--- src/rtl/pwm_pkg.sv ---
// Shared PWM definitions: timing defaults used by both the dimmer/PWM
// generator and this decoder, FSM state type, and the published result.
package pwm_pkg;

  // Transmitter and receiver must agree on these.
  localparam int unsigned PWM_STEP_CYCLES      = 1200;
  localparam int unsigned PWM_STEPS_PER_PERIOD = 250;
  localparam int unsigned PWM_TIMEOUT_PERIODS  = 2;

  // Step counter width; saturates at all-ones.
  localparam int unsigned STEP_CNT_W = 9;

  typedef enum logic [1:0] {
    ST_IDLE      = 2'd0,
    ST_WAIT_RISE = 2'd1,
    ST_HIGH      = 2'd2,
    ST_LOW       = 2'd3
  } pwm_state_e;

  // Registered decoder outputs, kept together so they update as one.
  typedef struct packed {
    logic [7:0] duty;
    logic       valid;
    logic       static_lvl;
    logic       period_err;
  } pwm_meas_t;

  // Bits needed to hold 0..value-1 (at least 1).
  function automatic int unsigned clog2(input int unsigned value);
    int unsigned v;
    int unsigned r;
    v = (value > 1) ? value - 1 : 1;
    r = 0;
    while (v > 0) begin
      r++;
      v = v >> 1;
    end
    return r;
  endfunction

endpackage

--- src/rtl/pwm_duty_decoder_sync_edge_detect.sv ---
// 2-FF synchronizer per lane plus one delay register for edge detection.
// rise/fall are single-cycle pulses derived from the synchronized level.
module sync_edge_detect #(
  parameter int unsigned NUM_LANES = 1
) (
  input  logic                 clock,
  input  logic                 reset_n,
  input  logic [NUM_LANES-1:0] async_in,
  output logic [NUM_LANES-1:0] level,
  output logic [NUM_LANES-1:0] rise,
  output logic [NUM_LANES-1:0] fall
);

  logic [NUM_LANES-1:0] meta_q, meta_d;
  logic [NUM_LANES-1:0] sync_q, sync_d;
  logic [NUM_LANES-1:0] dly_q,  dly_d;

  // Shift chain: async -> meta -> sync -> dly
  always_comb begin
    meta_d = async_in;
    sync_d = meta_q;
    dly_d  = sync_q;
  end

  // Chain registers, cleared so no edge is seen out of reset with input low
  always_ff @(posedge clock or negedge reset_n) begin
    if (!reset_n) begin
      meta_q <= '0;
      sync_q <= '0;
      dly_q  <= '0;
    end else begin
      meta_q <= meta_d;
      sync_q <= sync_d;
      dly_q  <= dly_d;
    end
  end

  assign level = sync_q;
  assign rise  = sync_q & ~dly_q;
  assign fall  = ~sync_q & dly_q;

endmodule

--- src/rtl/pwm_duty_decoder.sv ---
// Recovers the 8-bit duty of an incoming PWM waveform by timing high
// time and period in transmitter steps. Also flags static input levels
// (no edges for a timeout) and periods that are off-nominal.
module pwm_duty_decoder
  import pwm_pkg::*;
#(
  parameter int unsigned STEP_CYCLES      = PWM_STEP_CYCLES,
  parameter int unsigned STEPS_PER_PERIOD = PWM_STEPS_PER_PERIOD,
  parameter int unsigned TIMEOUT_PERIODS  = PWM_TIMEOUT_PERIODS
) (
  input  logic       clock,
  input  logic       reset_n,
  input  logic       pwm_in,
  input  logic       enable,
  output logic [7:0] duty,
  output logic       duty_valid,
  output logic       static_level,
  output logic       period_error
);

  localparam int unsigned PRE_W = clog2(STEP_CYCLES);
  localparam logic [PRE_W-1:0] PRE_MAX = PRE_W'(STEP_CYCLES - 1);
  // The edge cycle itself is part of the measured interval, so the
  // elapsed count is prescaler+1; round half up on that.
  localparam logic [PRE_W-1:0] PRE_RND = PRE_W'(STEP_CYCLES / 2 - 1);

  localparam logic [STEP_CNT_W-1:0] STEP_MAX = '1;
  localparam logic [STEP_CNT_W-1:0] SPP      = STEP_CNT_W'(STEPS_PER_PERIOD);
  localparam logic [STEP_CNT_W-1:0] SPP_LO   = STEP_CNT_W'(STEPS_PER_PERIOD - 1);
  localparam logic [STEP_CNT_W-1:0] SPP_HI   = STEP_CNT_W'(STEPS_PER_PERIOD + 1);
  localparam int unsigned            TO_RAW   = TIMEOUT_PERIODS * STEPS_PER_PERIOD;
  localparam logic [STEP_CNT_W-1:0] TO_STEPS =
    (TO_RAW > 511) ? STEP_MAX : STEP_CNT_W'(TO_RAW);
  localparam logic [7:0]            DUTY_FULL = 8'(STEPS_PER_PERIOD);

  // Synchronized input
  logic pwm_lvl, pwm_rise, pwm_fall, pwm_edge;

  sync_edge_detect #(.NUM_LANES(1)) u_sync (
    .clock    (clock),
    .reset_n  (reset_n),
    .async_in (pwm_in),
    .level    (pwm_lvl),
    .rise     (pwm_rise),
    .fall     (pwm_fall)
  );

  assign pwm_edge = pwm_rise | pwm_fall;

  // State
  pwm_state_e              state_q, state_d;
  logic [PRE_W-1:0]        presc_q, presc_d;
  logic [STEP_CNT_W-1:0]   step_cnt_q, step_cnt_d;
  logic [STEP_CNT_W-1:0]   high_q, high_d;
  pwm_meas_t               meas_q, meas_d;

  // Derived terms
  logic [STEP_CNT_W-1:0]   rnd_steps;
  logic                    timeout;
  logic                    period_ok;
  logic [7:0]              to_duty;
  logic                    to_pulse;

  // Rounded step count, timeout and static-level result
  always_comb begin
    rnd_steps = step_cnt_q;
    if (presc_q >= PRE_RND && step_cnt_q != STEP_MAX)
      rnd_steps = step_cnt_q + 1'b1;
    period_ok = (rnd_steps >= SPP_LO) && (rnd_steps <= SPP_HI);
    timeout   = (step_cnt_q >= TO_STEPS);
    to_duty   = pwm_lvl ? DUTY_FULL : 8'd0;
    // Repeated timeouts while static only report a changed level.
    to_pulse  = !meas_q.static_lvl || (meas_q.duty != to_duty);
  end

  // Timebase and measurement FSM
  always_comb begin
    state_d          = state_q;
    presc_d          = presc_q;
    step_cnt_d       = step_cnt_q;
    high_d           = high_q;
    meas_d           = meas_q;
    meas_d.valid     = 1'b0;

    if (!enable) begin
      state_d    = ST_IDLE;
      presc_d    = '0;
      step_cnt_d = '0;
      high_d     = '0;
    end else begin
      // Prescaler/step counter run in every measuring state.
      if (state_q != ST_IDLE) begin
        if (presc_q == PRE_MAX) begin
          presc_d = '0;
          if (step_cnt_q != STEP_MAX)
            step_cnt_d = step_cnt_q + 1'b1;
        end else begin
          presc_d = presc_q + 1'b1;
        end
        if (pwm_edge) presc_d    = '0;
        if (pwm_rise) step_cnt_d = '0;
      end

      case (state_q)
        ST_IDLE: state_d = ST_WAIT_RISE;

        // First period after start is partial: just synchronize.
        ST_WAIT_RISE: begin
          if (pwm_rise) begin
            state_d = ST_HIGH;
          end else if (timeout) begin
            meas_d.static_lvl = 1'b1;
            meas_d.duty       = to_duty;
            meas_d.valid      = to_pulse;
            step_cnt_d        = '0;
          end
        end

        ST_HIGH: begin
          if (pwm_fall) begin
            high_d  = rnd_steps;
            state_d = ST_LOW;
          end else if (timeout) begin
            meas_d.static_lvl = 1'b1;
            meas_d.duty       = to_duty;
            meas_d.valid      = to_pulse;
            step_cnt_d        = '0;
            state_d           = ST_WAIT_RISE;
          end
        end

        ST_LOW: begin
          if (pwm_rise) begin
            if (period_ok) begin
              meas_d.duty       = 8'((high_q > SPP) ? SPP : high_q);
              meas_d.valid      = 1'b1;
              meas_d.period_err = 1'b0;
              meas_d.static_lvl = 1'b0;
            end else begin
              meas_d.period_err = 1'b1;
            end
            state_d = ST_HIGH;
          end else if (timeout) begin
            meas_d.static_lvl = 1'b1;
            meas_d.duty       = to_duty;
            meas_d.valid      = to_pulse;
            step_cnt_d        = '0;
            state_d           = ST_WAIT_RISE;
          end
        end

        default: state_d = ST_IDLE;
      endcase
    end
  end

  // State and output registers
  always_ff @(posedge clock or negedge reset_n) begin
    if (!reset_n) begin
      state_q    <= ST_IDLE;
      presc_q    <= '0;
      step_cnt_q <= '0;
      high_q     <= '0;
      meas_q     <= '0;
    end else begin
      state_q    <= state_d;
      presc_q    <= presc_d;
      step_cnt_q <= step_cnt_d;
      high_q     <= high_d;
      meas_q     <= meas_d;
    end
  end

  assign duty         = meas_q.duty;
  assign duty_valid   = meas_q.valid;
  assign static_level = meas_q.static_lvl;
  assign period_error = meas_q.period_err;

endmodule

--- config.mk ---
export PLATFORM = sky130hd
export DESIGN_NAME = pwm_duty_decoder
export DESIGN_NICKNAME = d
export VERILOG_FILES = /design/src/rtl/pwm_pkg.sv /design/src/rtl/pwm_duty_decoder_sync_edge_detect.sv /design/src/rtl/pwm_duty_decoder.sv
export SDC_FILE = /design/constraint.sdc
export NUM_CORES = 1
export LEC_CHECK = 0
export ABC_AREA = 1
export BUFFER_PORTS_ARGS = -buffer_cell sky130_fd_sc_hd__buf_4
export CAP_MARGIN = 30
export CORE_ASPECT_RATIO = 0.6
export CORE_MARGIN = 10
export CORE_UTILIZATION = 30
export CTS_BUF_LIST = sky130_fd_sc_hd__clkbuf_8
export CTS_CLUSTER_SIZE = 14
export DETAILED_ROUTE_END_ITERATION = 7
export MAX_ROUTING_LAYER = met4
export PLACE_DENSITY = 0.56
export SYNTH_ARGS = -nofsm -noshare
export SYNTH_HDL_FRONTEND = slang
export SYNTH_SLANG_ARGS = --single-unit
--- constraint.sdc ---
create_clock -name clock -period 2.6 [get_ports clock]
set_input_delay 0.78 -clock clock [delete_from_list [all_inputs] [get_ports clock]]
set_output_delay 0.78 -clock clock [all_outputs]
set_load 0.01 [all_outputs]
# == Yosys cells after proc, flatten, opt, wreduce, memory -nomap -nowiden ==
# Cells that the tools add are included.
# totals
wordCells,82
ff_bits,45
input_bits,4
# classes
eq_ne,13
magnitude_cmp,5
addsub,2
n_bitwise,5
reduce_logical,11
n_mux,35
# ops
operator,count
$mux 9,12
$mux 10,5
$mux 11,4
$pmux 10 s3,1
$pmux 9 s2,1
$mux 8,2
$add 11x1->11 const B,1
$eq 11x11->1 const B,1
$ge 11x10->1 const B,1
$mux 2,5
$add 9x1->9 const B,1
$ge 9x8->1 const B,1
$ge 9x9->1 const B,1
$gt 9x8->1 const B,1
$le 9x8->1 const B,1
$ne 9x9->1 const B,1
$ne 8x8->1,1
$pmux 2 s4,1
$ne 2x1->1 const B,3
$ne 3x3->1 const B,2
$reduce_and 5->1,1
$eq 2x2->1 const B,2
$ne 2x2->1 const B,2
$mux 1,3
other kinds (14),17

# == Logic depth before layout (Yosys ltp) ==
# Gate-level depths: netlist of run 1.
# depth
ltp_word,9
ltp_mapped,19
depth_no_buf,18

# == Hierarchy ==
# Synthesis of run 1 repeated with hierarchy kept, for this count alone.
# unflattened
hier_cells,387
hier_area_um2,2783.9
# by_module_without_submodules
module,cells_per_inst,instances,area_per_inst_um2
pwm_duty_decoder,380,1,2693.8
sync_edge_detect,7,1,90.1

# == Worst setup path after synthesis of run 1 ==
# OpenSTA, ideal clock, no wires.
# synth_timing
path_kind,register to register
startpoint,register step_cnt_q[0]
endpoint,"register meas_q, in the netlist static_level"
path_buffers,2
slack_ps,432
setup_ps,122
stages_incl_launch_ff,18
required_time_ps,2478
arrival_ps,2046
path_cell_list,dfrtp_1 -> ha_1 -> nand3_1 -> nor2_1 -> ha_1 -> inv_1 -> nand2_2 -> buf_6 -> nand2_1 -> nand2_1 -> nand2_1 -> nor2_1 -> nand3_2 -> nand3_2 -> nand2_2 -> buf_6 -> nand2_1 -> o21ai_2
# synth_via
elab_chain_len,7
# synth_lines
element,line_no,source
"start, declared",pwm_duty_decoder.sv:53,"logic [STEP_CNT_W-1:0] step_cnt_q, step_cnt_d;"
"start signal, assigned",pwm_duty_decoder.sv:168,step_cnt_q <= step_cnt_d;
"parallel branches: the longest is 7 deep, another holds $add 9x1->9",-,
"end signal, assigned",pwm_duty_decoder.sv:170,meas_q <= meas_d;
"end, declared",pwm_duty_decoder.sv:55,"pwm_meas_t meas_q, meas_d;"
# Several ways; the timed one is not identified. The select of a mux whose other input is x is not followed.
# A chain may end at the register's enable or synchronous reset.

# == Worst setup path in the final report of run 1 ==
# layout_timing
startpoint,register step_cnt_q[0]
endpoint,"register meas_q, in the netlist duty[3]"
# Same word-level chain as after synthesis.

==> impl_results.rst, run 1 <==
.. list-table::
   :header-rows: 1

   * - Metric
     - Value
   * - Asr flop ratio synth
     - 100%
   * - Via count of the first global-routing pass
     - 2412
   * - Average routed wire per standard cell
     - 13.5 um
   * - Setup skew after layout
     - 0.00566 ns
   * - Die W
     - 144 um
   * - Global-route met3 utilization
     - 3.06%
   * - Critical Path AT
     - 2.59 ns
   * - Static leakage
     - 1.54 nW
   * - Clock root buffer
     - sky130_fd_sc_hd__clkbuf_8
   * - Highest Clock Rate
     - 0.420 GHz
   * - Weighted congestion at the end of routability-driven global placement
     - 0.828
   * - Number of max-capacitance violations reported
     - 0
   * - Initial core utilization
     - 30.6%
   * - Met2 track utilization from global routing
     - 13.9%
   * - Top cells by count, synth
     - sky130_fd_sc_hd__nand2_1, sky130_fd_sc_hd__dfrtp_1, sky130_fd_sc_hd__inv_1, sky130_fd_sc_hd__nand3_1, sky130_fd_sc_hd__nor2_1
   * - Cell type with the largest total area after synthesis
     - sky130_fd_sc_hd__dfrtp_1
   * - Endpoints failing hold
     - 0
   * - Cts bufs inserted
     - 5
   * - Floorplan core area
     - 9090 um2
   * - Worst setup EP type
     - register
   * - Worst-path clk slew
     - 0.09 ns
   * - Detailed-route wire length
     - 7030 um
   * - Final Slew Violations
     - 0
   * - Max H-tree Level
     - 2
   * - Number of diodes
     - 0
   * - Mean Syn Cell Area
     - 7.35 um2
   * - Category of the worst setup path launch point
     - register
   * - Number of distinct library cells after synthesis
     - 35
   * - Final cycle utilization of the critical path
     - 91.7%
   * - Time the worst path needs with I/O delays and setup
     - 2.38 ns
   * - Class of the tightest hold or removal check
     - reg2reg
   * - Busiest layer in global routing
     - met1
   * - Share of layout cells above drive strength 1
     - 13.4%
   * - DRT antenna net count
     - 0
   * - Vias per cell
     - 4.92
   * - TritonCTS Sinks
     - 45
   * - Count of nets after finishing
     - 415
   * - GR Overflow Total
     - 0
   * - TritonCTS clock tree
     - yes
   * - Placed insts
     - 511
   * - Post-synth EDFFs
     - 0
   * - Most frequently used flop master after synthesis
     - sky130_fd_sc_hd__dfrtp_1
   * - Placement Rows
     - 27
   * - Antenna violations before repair
     - 0
   * - Fraction of the yosys area taken by sequential cells
     - 40.5%
   * - Length of the first detailed-routing pass in iterations
     - 5
   * - Peak ir drop on the vdd network
     - 0.172 mV
   * - Post-Synthesis Net Count
     - 389
   * - HPWL reported at the end of detailed placement
     - 5310 um
   * - Total die area
     - 13600 um2
   * - Filler cell count in the final layout
     - 948
   * - Cell count after synthesis
     - 378
   * - Overall power after layout
     - 0.00135 W
   * - Count of non-filler cells in the finished layout
     - 520
   * - Summed negative setup slack over all endpoints
     - 0 ns
   * - Number of storage elements in the synthesis netlist
     - 45
   * - Most common cell in the synthesized netlist
     - sky130_fd_sc_hd__nand2_1
   * - Status
     - complete, no violations
   * - Yosys synthesis warning count
     - 0
   * - Critical path start-end classification
     - reg2reg
   * - Slew at the pin with the worst max-slew slack
     - 0.585 ns
   * - Headroom to the max-slew limit
     - 60.9%
   * - Area share of the leading cell type in the synthesized netlist
     - 40.5%
   * - Post-layout utilization of the core
     - 35.1%
   * - Ports
     - 15
   * - Final setup vio count
     - 0
   * - Required time of the critical path
     - 2.81 ns
   * - Clock insertion delay at the later pin of the skew report
     - 0.30 ns
   * - Total power per unit cell area
     - 422 nW/um2
   * - Via total after detailed routing
     - 2559
   * - Die height
     - 94.6 um
   * - Number of remaining DRC errors
     - 0
   * - Met1 global-route usage
     - 17.4%
   * - Aggregate global-route resource usage
     - 11.4%
   * - Total of buffers placed on input and output ports
     - 14
   * - First-pass GRT wire length
     - 12200 um
   * - Number of DRC markers after the initial detailed-route iteration
     - 227
   * - Longest Clk Path Bufs
     - 2
   * - Largest cells by area after synthesis
     - sky130_fd_sc_hd__dfrtp_1, sky130_fd_sc_hd__nand2_1, sky130_fd_sc_hd__nand3_1
   * - Pin count of the biggest net entering global routing
     - 46
   * - Netlist area before placement
     - 2780 um2
   * - Maximum fanout encountered on the critical timing path
     - 11
   * - Area Overhead vs Synth
     - 14.7%
   * - Hold_buf cts
     - 0
stage by stage:
step	setup WS (ns)	area, um2	hold WS, ns
floorplan	0.432	2780	0.331
global placement	0.150	3060	0.352
detailed placement	0.0752	3060	0.343
CTS	0.0593	3150	0.372
global route	-0.0129	3190	0.386
finish	0.216	3190	0.364
area by class of cell:
cell class | count | area, um2 | area share [%]
Sequential cell | 45 | 1130 | 35.3
Clock inverter | 1 | 3.75 | 0.118
Inverter | 49 | 186 | 5.85
Clock buffer | 6 | 82.6 | 2.59
Multi-Input combinational cell | 275 | 1430 | 45.0
Tap cell | 116 | 145 | 4.55
Timing Repair Buffer | 28 | 210 | 6.59
state kept, by name, summed over array words and instances, names as in the netlist:
name,flops
duty_valid,1
step_cnt_q,9
u_sync.dly_q,1
state_q,2
duty,8
presc_q,11
u_sync.meta_q,1
u_sync.level,1
static_level,1
period_error,1
high_q,9
layout by cell type, fill, tap and decap left out:
master,instances
sky130_fd_sc_hd__nand2_2,2
sky130_fd_sc_hd__nand2_1,91
sky130_fd_sc_hd__xor2_1,9
sky130_fd_sc_hd__nor3b_1,1
sky130_fd_sc_hd__a21oi_1,15
sky130_fd_sc_hd__o21ai_2,2
sky130_fd_sc_hd__o21a_1,2
sky130_fd_sc_hd__nand4_1,4
sky130_fd_sc_hd__nor3_1,7
sky130_fd_sc_hd__o22ai_1,3
sky130_fd_sc_hd__nand3_2,3
sky130_fd_sc_hd__inv_1,46
sky130_fd_sc_hd__buf_4,28
sky130_fd_sc_hd__xnor2_1,1
sky130_fd_sc_hd__nand2_4,4
sky130_fd_sc_hd__a31o_2,1
sky130_fd_sc_hd__a32o_1,1
sky130_fd_sc_hd__inv_4,1
sky130_fd_sc_hd__nand3b_1,3
sky130_fd_sc_hd__o41ai_1,1
sky130_fd_sc_hd__a211oi_1,5
sky130_fd_sc_hd__o31ai_1,1
sky130_fd_sc_hd__ha_1,7
sky130_fd_sc_hd__a221oi_1,1
sky130_fd_sc_hd__o21ai_1,2
sky130_fd_sc_hd__clkbuf_8,6
sky130_fd_sc_hd__dfrtp_1,45
sky130_fd_sc_hd__nor4_1,5
sky130_fd_sc_hd__inv_2,3
sky130_fd_sc_hd__nor2_1,32
sky130_fd_sc_hd__nand3_1,33
sky130_fd_sc_hd__o21ai_0,31
sky130_fd_sc_hd__and2_1,1
sky130_fd_sc_hd__a31oi_1,3
sky130_fd_sc_hd__nor2_2,4
where the power goes:
part           internal [W]  switching [W]
registers          0.000721      0.0000168
logic             0.0000496       0.000108
clock network      0.000208       0.000244
metal layers:
layer / wire [um] / share of wire (%) / vias to the layer above
met5: 0 / 0 / -
met1: 3970 / 56 / 1187
met4: 50 / 0.71 / 0
met3: 413 / 5.9 / 6
li1: - / - / 1295
met2: 2600 / 37 / 71
path summary, 6_finish.rpt:
kind                               start           end  slack [ns]  cells past startpoint
setup reg to reg           step_cnt_q[0]       duty[3]        0.22                     14
max in group asynchronous        reset_n     high_q[6]        1.75                      1
setup / recovery           step_cnt_q[0]       duty[3]        0.22                     14
hold reg to reg            u_sync.meta_q  u_sync.level        0.36                      0
min in group asynchronous        reset_n    presc_q[6]        0.47                      1
hold / removal             u_sync.meta_q  u_sync.level        0.36                      0
what timing repair did:
item,4_1_cts,5_1_grt
endpoints found under the setup margin,0,10
setup buffers,0,2
resized for setup,0,6
kinds of logic after synthesis:
| logic type | after synthesis | share of synthesized area, % |
|---|---|---|
| AO/OA/AOI/OAI | 68 | 14.1 |
| XOR/XNOR | 10 | 3.15 |
| adder cells (fa/ha/maj) | 7 | 3.15 |
| buffers and inverters | 58 | 8.73 |
| flip-flops | 45 | 40.5 |
| AND/OR/NAND/NOR | 190 | 30.4 |
critical path: stages, from the launching register on:
cell and delay (ns):
sky130_fd_sc_hd__dfrtp_1 0.39, sky130_fd_sc_hd__ha_1 0.21, sky130_fd_sc_hd__nand3_2 0.12, sky130_fd_sc_hd__nor2_1 0.19
sky130_fd_sc_hd__ha_1 0.20, sky130_fd_sc_hd__inv_1 0.08, sky130_fd_sc_hd__nand2_4 0.14, sky130_fd_sc_hd__xor2_1 0.27
sky130_fd_sc_hd__nand2_1 0.10, sky130_fd_sc_hd__nand3_2 0.12, sky130_fd_sc_hd__nand3_2 0.10, sky130_fd_sc_hd__nand2_4 0.17
sky130_fd_sc_hd__inv_4 0.08, sky130_fd_sc_hd__nand2_1 0.07, sky130_fd_sc_hd__nand2_1 0.04
(Power assumes the default switching activity.)
==> inputs of run 2 (changes only) <==
==> constraint.sdc (replaced) <==
create_clock -name clock -period 2.6 [get_ports clock]
set_input_delay 0.52 -clock clock [delete_from_list [all_inputs] [get_ports clock]]
set_output_delay 0.52 -clock clock [all_outputs]
set_load 0.01 [all_outputs]
==> impl_results.rst, run 2 (synthesis gave the netlist of run 1 again) <==
.. list-table::
   :header-rows: 1

   * - Metric
     - Value
   * - Worst-path clk slew
     - 0.08 ns
   * - Leading cell type in the layout, fill and taps excluded
     - sky130_fd_sc_hd__nand2_1
   * - Length of the first detailed-routing pass in iterations
     - 5
   * - Critical path buffer and inverter count
     - 2
   * - DRT antenna net count
     - 0
   * - Filler cell count in the final layout
     - 935
   * - Vias per cell
     - 4.97
   * - Total power per unit cell area
     - 425 nW/um2
   * - Number of flip-flops under the largest register name
     - 11
   * - RR Endpoint
     - duty[3]
   * - Critical Path AT
     - 2.55 ns
   * - Highest Clock Rate
     - 0.427 GHz
   * - Via total after detailed routing
     - 2568
   * - Initial core utilization
     - 30.6%
   * - R2R Setup Slk
     - 0.26 ns
   * - Longest Clk Path Bufs
     - 2
   * - Aggregate global-route resource usage
     - 11.4%
   * - Met2 track utilization from global routing
     - 14.1%
   * - Detailed-route wire length
     - 7010 um
   * - Met1 global-route usage
     - 17.3%
   * - Setup skew after layout
     - 0.00642 ns
   * - Maximum fanout encountered on the critical timing path
     - 11
   * - Summed negative setup slack over all endpoints
     - 0 ns
   * - Weighted congestion at the end of routability-driven global placement
     - 0.826
   * - First-pass GRT wire length
     - 12100 um
   * - Reg with most FFs
     - presc_q
   * - Cell type of the slowest stage on the worst timing path
     - sky130_fd_sc_hd__dfrtp_1
   * - Area Overhead vs Synth
     - 13.7%
   * - Placement Rows
     - 27
   * - HPWL reported at the end of detailed placement
     - 5280 um
   * - Global-route met3 utilization
     - 3.06%
   * - Maximum single-stage delay on the critical path
     - 0.40 ns
   * - Floorplan core area
     - 9090 um2
   * - Launch instance of the worst register-to-register path
     - presc_q[1]
   * - TritonCTS Sinks
     - 45
   * - Chain of cells forming the critical path
     - ha_1, nand2_1, inv_2, nand3_1, nor2_1, nor2_2, nand2_4, nand2_4, xor2_1, nand2_1, nand3_2, nand3_2, nand2_4, inv_4, nand2_1, nand2_1
   * - Antenna violations before repair
     - 0
   * - Peak ir drop on the vdd network
     - 0.209 mV
   * - Setup WS post-layout
     - 0.257 ns
   * - Number of diodes
     - 0
   * - Worst Reg2Reg Path Length in Cells
     - 16
   * - Headroom to the max-slew limit
     - 60.2%
   * - GR Overflow Total
     - 0
   * - Post-Place Worst Slack
     - 0.0604 ns
   * - Number of DRC markers after the initial detailed-route iteration
     - 255
   * - Via count of the first global-routing pass
     - 2369
   * - Class of the tightest hold or removal check
     - in2async
   * - Worst setup EP type
     - register
   * - TritonCTS clock tree
     - yes
   * - Static leakage
     - 1.52 nW
   * - Count of nets after finishing
     - 412
   * - Average routed wire per standard cell
     - 13.6 um
   * - Die height
     - 94.6 um
   * - Family with the most delay on the worst path
     - simple AND/OR/NAND/NOR gates
   * - Setup repair after global routing missed its margin
     - no
   * - Largest regs
     - presc_q x11, high_q x9, step_cnt_q x9
   * - Final setup vio count
     - 0
   * - Final Slew Violations
     - 0
   * - Critical path start-end classification
     - reg2reg
   * - Final cycle utilization of the critical path
     - 90.1%
   * - Total of buffers placed on input and output ports
     - 14
   * - Library cell appearing most often on the critical path
     - sky130_fd_sc_hd__nand2_1
   * - Clock root buffer
     - sky130_fd_sc_hd__clkbuf_8
   * - Pin count of the biggest net entering global routing
     - 46
   * - Slew at the pin with the worst max-slew slack
     - 0.597 ns
   * - Number of remaining DRC errors
     - 0
   * - Die W
     - 144 um
   * - Required time of the critical path
     - 2.81 ns
   * - Status
     - complete, no violations
   * - Time the worst path needs with I/O delays and setup
     - 2.34 ns
   * - Cts bufs inserted
     - 5
   * - Clock insertion delay at the later pin of the skew report
     - 0.31 ns
   * - Ports
     - 15
   * - Category of the worst setup path launch point
     - register
   * - Endpoints failing hold
     - 0
   * - Busiest layer in global routing
     - met1
   * - Hold_buf cts
     - 0
   * - Number of max-capacitance violations reported
     - 0
   * - Total die area
     - 13600 um2
   * - Commonest non-fill, non-tap cells in the layout
     - sky130_fd_sc_hd__nand2_1, sky130_fd_sc_hd__inv_1, sky130_fd_sc_hd__dfrtp_1, sky130_fd_sc_hd__nand3_1
   * - Share of layout cells above drive strength 1
     - 12.7%
   * - Max H-tree Level
     - 2
==> run 2: changes by cell type in the layout (fill, tap and decap cells not counted), sizes merged <==
| cell | before | now |
|---|---|---|
| buf | 28 | 25 |
==> run 2: what timing repair did <==
| action | 4_1_cts | 5_1_grt |
|---|---|---|
| setup endpoints to repair | 0 | 10 |
| endpoints found under the hold margin | 0 | 0 |
| resized for setup | 0 | 5 |
| buffers inserted | 0 | 2 |
==> run 2: cell type report <==
cell class / instances / area [um2] / area share (%)
Sequential cell: 45 / 1130 / 35.6
Multi-Input combinational cell: 275 / 1430 / 45.2
Timing Repair Buffer: 25 / 188 / 5.94
Tap cell: 116 / 145 / 4.59
Inverter: 49 / 186 / 5.90
Clock buffer: 6 / 82.6 / 2.61
Clock inverter: 1 / 3.75 / 0.119
==> run 2: worst max-delay path by stage <==
| stage | slack [ns] | startpoint | depth (start not counted) | to |
|---|---|---|---|---|
| floorplan | 0.43 | step_cnt_q[0] | 17 | static_level |
| global route | 0.009 | presc_q[0] | 18 | duty[5] |
| CTS | 0.04 | step_cnt_q[0] | 14 | duty[3] |
| finish | 0.26 | presc_q[1] | 16 | duty[3] |
| global placement | 0.15 | step_cnt_q[0] | 14 | duty[0] |
| detailed placement | 0.06 | step_cnt_q[0] | 14 | duty[3] |
==> run 2: report_power, final <==
part	internal, W	switching, W	total (W)
logic	0.0000465	0.000108	0.000154
registers	0.000721	0.0000163	0.000737
clock network	0.000207	0.000245	0.000452
total	0.000975	0.000369	0.00134
==> run 2: metal layers <==
metal  vias up  share of wire, %
met5         -                 0
met4         0               1.1
met3         6               6.6
met2        56                37
met1      1223                55
li1       1283                 -
==> run 2: worst register-to-register path: stages (launching register included) <==
cell and delay (ns):
sky130_fd_sc_hd__dfrtp_1 0.40, sky130_fd_sc_hd__ha_1 0.21, sky130_fd_sc_hd__nand2_1 0.15, sky130_fd_sc_hd__inv_2 0.07, sky130_fd_sc_hd__nand3_1 0.09, sky130_fd_sc_hd__nor2_1 0.05, sky130_fd_sc_hd__nor2_2 0.11, sky130_fd_sc_hd__nand2_4 0.11
sky130_fd_sc_hd__nand2_4 0.15, sky130_fd_sc_hd__xor2_1 0.25, sky130_fd_sc_hd__nand2_1 0.10, sky130_fd_sc_hd__nand3_2 0.10, sky130_fd_sc_hd__nand3_2 0.10, sky130_fd_sc_hd__nand2_4 0.16, sky130_fd_sc_hd__inv_4 0.08, sky130_fd_sc_hd__nand2_1 0.08
sky130_fd_sc_hd__nand2_1 0.05
==> run 2: metrics by stage <==
step                total power, W  hold slack [ns]  util, %  cell area, um2  cells
detailed placement        0.000904            0.342     33.4            3040    508
global route               0.00142            0.243     34.8            3160    517
finish                     0.00134            0.198     34.8            3160    517
global placement          0.000901            0.352     33.4            3040    508
floorplan                 0.000841            0.224        -            2780    378
CTS                        0.00136            0.220     34.4            3130    515
==> inputs of run 3 (changes only) <==
--- a/config.mk
+++ b/config.mk
@@ -5,7 +5,7 @@
 export SDC_FILE = /design/constraint.sdc
 export NUM_CORES = 1
 export LEC_CHECK = 0
-export ABC_AREA = 1
+export ABC_AREA = 0
 export BUFFER_PORTS_ARGS = -buffer_cell sky130_fd_sc_hd__buf_4
 export CAP_MARGIN = 30
 export CORE_ASPECT_RATIO = 0.6
@@ -18,4 +18,5 @@
 export PLACE_DENSITY = 0.56
 export SYNTH_ARGS = -nofsm -noshare
 export SYNTH_HDL_FRONTEND = slang
+export SYNTH_HIERARCHICAL = 1
 export SYNTH_SLANG_ARGS = --single-unit
==> impl_results.rst, run 3 <==
.. list-table::
   :header-rows: 1

   * - Metric
     - Value
   * - Share of layout cells above drive strength 1
     - 18.2%
   * - Setup repair after global routing missed its margin
     - no
   * - Headroom to the max-slew limit
     - 45.9%
   * - Weighted congestion at the end of routability-driven global placement
     - 0.918
   * - Number of flip-flops under the largest register name
     - 11
   * - Floorplan core area
     - 8460 um2
   * - Vias per cell
     - 5.23
   * - Clock insertion delay at the later pin of the skew report
     - 0.30 ns
   * - Setup WS post-layout
     - 0.132 ns
   * - Total power per unit cell area
     - 418 nW/um2
   * - Asr flop ratio synth
     - 100%
   * - Worst Reg2Reg Path Length in Cells
     - 10
   * - Area share of the leading cell type in the synthesized netlist
     - 43.6%
   * - Most frequently used flop master after synthesis
     - sky130_fd_sc_hd__dfrtp_1
   * - Cell count after synthesis
     - 310
   * - TritonCTS clock tree
     - yes
   * - Category of the worst setup path launch point
     - register
   * - Worst setup EP type
     - register
   * - Number of remaining DRC errors
     - 0
   * - Static leakage
     - 1.23 nW
   * - Largest cells by area after synthesis
     - sky130_fd_sc_hd__dfrtp_1, sky130_fd_sc_hd__o21ai_0, sky130_fd_sc_hd__nor2_1
   * - Cell area after layout
     - 3120 um2
   * - Status
     - complete, no violations
   * - Critical Path AT
     - 2.64 ns
   * - Post-synth EDFFs
     - 0
   * - Post-Place Worst Slack
     - -0.0148 ns
   * - Top cells by count, synth
     - sky130_fd_sc_hd__dfrtp_1, sky130_fd_sc_hd__nor2_1, sky130_fd_sc_hd__nand2_1, sky130_fd_sc_hd__o21ai_0, sky130_fd_sc_hd__nand3_1
   * - Mean Syn Cell Area
     - 8.33 um2
   * - Post-DP Area
     - 2930 um2
   * - Detailed-route wire length
     - 7080 um
   * - Endpoints failing hold
     - 0
   * - Post-layout utilization of the core
     - 36.9%
   * - Reg with most FFs
     - presc_q
   * - Number of storage elements in the synthesis netlist
     - 45
   * - Time the worst path needs with I/O delays and setup
     - 2.47 ns
   * - Ports
     - 15
   * - Leading cell type in the layout, fill and taps excluded
     - sky130_fd_sc_hd__dfrtp_1
   * - Number of DRC markers after the initial detailed-route iteration
     - 266
   * - Number of max-capacitance violations reported
     - 0
   * - Largest regs
     - presc_q x11, high_q x9, step_cnt_q x9
   * - Highest Clock Rate
     - 0.405 GHz
   * - Number of diodes
     - 0
   * - Clock root buffer
     - sky130_fd_sc_hd__clkbuf_8
   * - Overall power after layout
     - 0.00131 W
   * - Average routed wire per standard cell
     - 15.7 um
   * - Die height
     - 91.9 um
   * - Area Overhead vs Synth
     - 20.9%
   * - Count of nets after finishing
     - 348
   * - Pin count of the biggest net entering global routing
     - 46
   * - Slew at the pin with the worst max-slew slack
     - 0.806 ns
   * - Via count of the first global-routing pass
     - 2233
   * - Cell type with the largest total area after synthesis
     - sky130_fd_sc_hd__dfrtp_1
   * - Fraction of the yosys area taken by sequential cells
     - 43.6%
   * - Commonest non-fill, non-tap cells in the layout
     - sky130_fd_sc_hd__dfrtp_1, sky130_fd_sc_hd__nor2_1, sky130_fd_sc_hd__nand2_1, sky130_fd_sc_hd__buf_4, sky130_fd_sc_hd__o21ai_0
   * - Peak ir drop on the vdd network
     - 0.241 mV
   * - Yosys synthesis warning count
     - 6
   * - DRT antenna net count
     - 0
   * - Cts bufs inserted
     - 5
   * - Netlist area before placement
     - 2580 um2
   * - Setup skew after layout
     - 0.00396 ns
   * - Class of the tightest hold or removal check
     - in2async
   * - Maximum fanout encountered on the critical timing path
     - 5
   * - Post-Synthesis Net Count
     - 319
   * - Filler cell count in the final layout
     - 874
   * - Die W
     - 140 um
   * - First-pass GRT wire length
     - 11900 um
   * - Longest Clk Path Bufs
     - 2
   * - Placement Rows
     - 26
   * - Max H-tree Level
     - 2
   * - Most common cell in the synthesized netlist
     - sky130_fd_sc_hd__dfrtp_1
   * - Length of the first detailed-routing pass in iterations
     - 5
   * - Final cycle utilization of the critical path
     - 94.9%
   * - Footprint of the flip-flops and latches
     - 1130 um2
   * - Area of the multi-input gates
     - 1450 um2
   * - Number of distinct library cells after synthesis
     - 44
   * - Final Slew Violations
     - 0
   * - Initial core utilization
     - 30.5%
   * - GR Overflow Total
     - 0
   * - Via total after detailed routing
     - 2364
   * - Final setup vio count
     - 0
   * - Antenna violations before repair
     - 0
   * - Worst-path clk slew
     - 0.08 ns
   * - Aggregate global-route resource usage
     - 11.5%
   * - Critical path start-end classification
     - reg2reg
   * - TritonCTS Sinks
     - 45
   * - Total die area
     - 12800 um2
   * - HPWL reported at the end of detailed placement
     - 5200 um
   * - Total of buffers placed on input and output ports
     - 14
   * - Required time of the critical path
     - 2.77 ns
[run 3: timing repair]
action | in CTS | in global routing
pin swaps | 0 | 10
buffers inserted | 1 | 0
hold buffers | 0 | 0
resized for setup | 7 | 12
endpoints found under the hold margin | 0 | 0
endpoints found under the setup margin | 6 | 10
[run 3: power breakdown]
| part | total [W] | internal (W) | switching, W | leakage, nW |
|---|---|---|---|---|
| combinational | 0.0000980 | 0.0000286 | 0.0000693 | 0.557 |
| clock | 0.000490 | 0.000241 | 0.000249 | 0.0542 |
| sequential | 0.000718 | 0.000709 | 0.00000904 | 0.618 |
[run 3: final timing paths]
path | startpoint | end | slack (ns)
worst min-delay path | reset_n | presc_q[1] | 0.21
min in group clock | pwm_in | u_sync/meta_q | 0.32
max in group asynchronous | reset_n | u_sync/meta_q | 1.98
worst max register to register | step_cnt_q[1] | duty[4] | 0.13
worst max-delay path | step_cnt_q[1] | duty[4] | 0.13
worst min register to register | u_sync/meta_q | u_sync/level | 0.35
[run 3: logic make-up (layout without fill, tap and decap cells)]
group	after synthesis	after routing	share of synthesized area, %
AO/OA/AOI/OAI	70	70	16.3
flip-flops	45	45	43.6
XOR/XNOR	15	15	5.09
buffers and inverters	24	54	3.59
AND/OR/NAND/NOR	148	148	27.4
adder cells (fa/ha/maj)	5	5	2.42
multiplexers	3	3	1.65
[run 3: area by class of cell]
| cell class | instances | area share (%) |
|---|---|---|
| Timing Repair Buffer | 35 | 8.53 |
| Clock buffer | 7 | 3.08 |
| Sequential cell | 45 | 36.1 |
| Tap cell | 112 | 4.49 |
| Clock inverter | 1 | 0.160 |
| Multi-Input combinational cell | 241 | 46.4 |
| Inverter | 11 | 1.32 |
[run 3: critical path, cell delays in order (launching register included)]
cell and delay (ns):
sky130_fd_sc_hd__dfrtp_1 0.37, sky130_fd_sc_hd__ha_2 0.19, sky130_fd_sc_hd__nand3_2 0.09, sky130_fd_sc_hd__or3_4 0.41, sky130_fd_sc_hd__ha_4 0.23, sky130_fd_sc_hd__a211oi_2 0.16
sky130_fd_sc_hd__o221ai_2 0.14, sky130_fd_sc_hd__mux2i_4 0.31, sky130_fd_sc_hd__o2111ai_4 0.22, sky130_fd_sc_hd__nand3_1 0.11, sky130_fd_sc_hd__o211ai_1 0.09
[run 3: stage by stage]
step,hold slack (ns),TNS (ns),instances
finish,0.214,0,452
global route,0.256,0,452
CTS,0.235,0,452
detailed placement,0.336,-0.0373,443
global placement,0.332,0,443
floorplan,0.224,0,310
[run 3: layer usage]
layer,track usage (%),vias up,routed length [um]
met1,18.1,1136,4000
met4,1.46,0,39
met2,13.9,70,2620
li1,-,1151,-
met3,2.99,7,425
met5,-,-,0
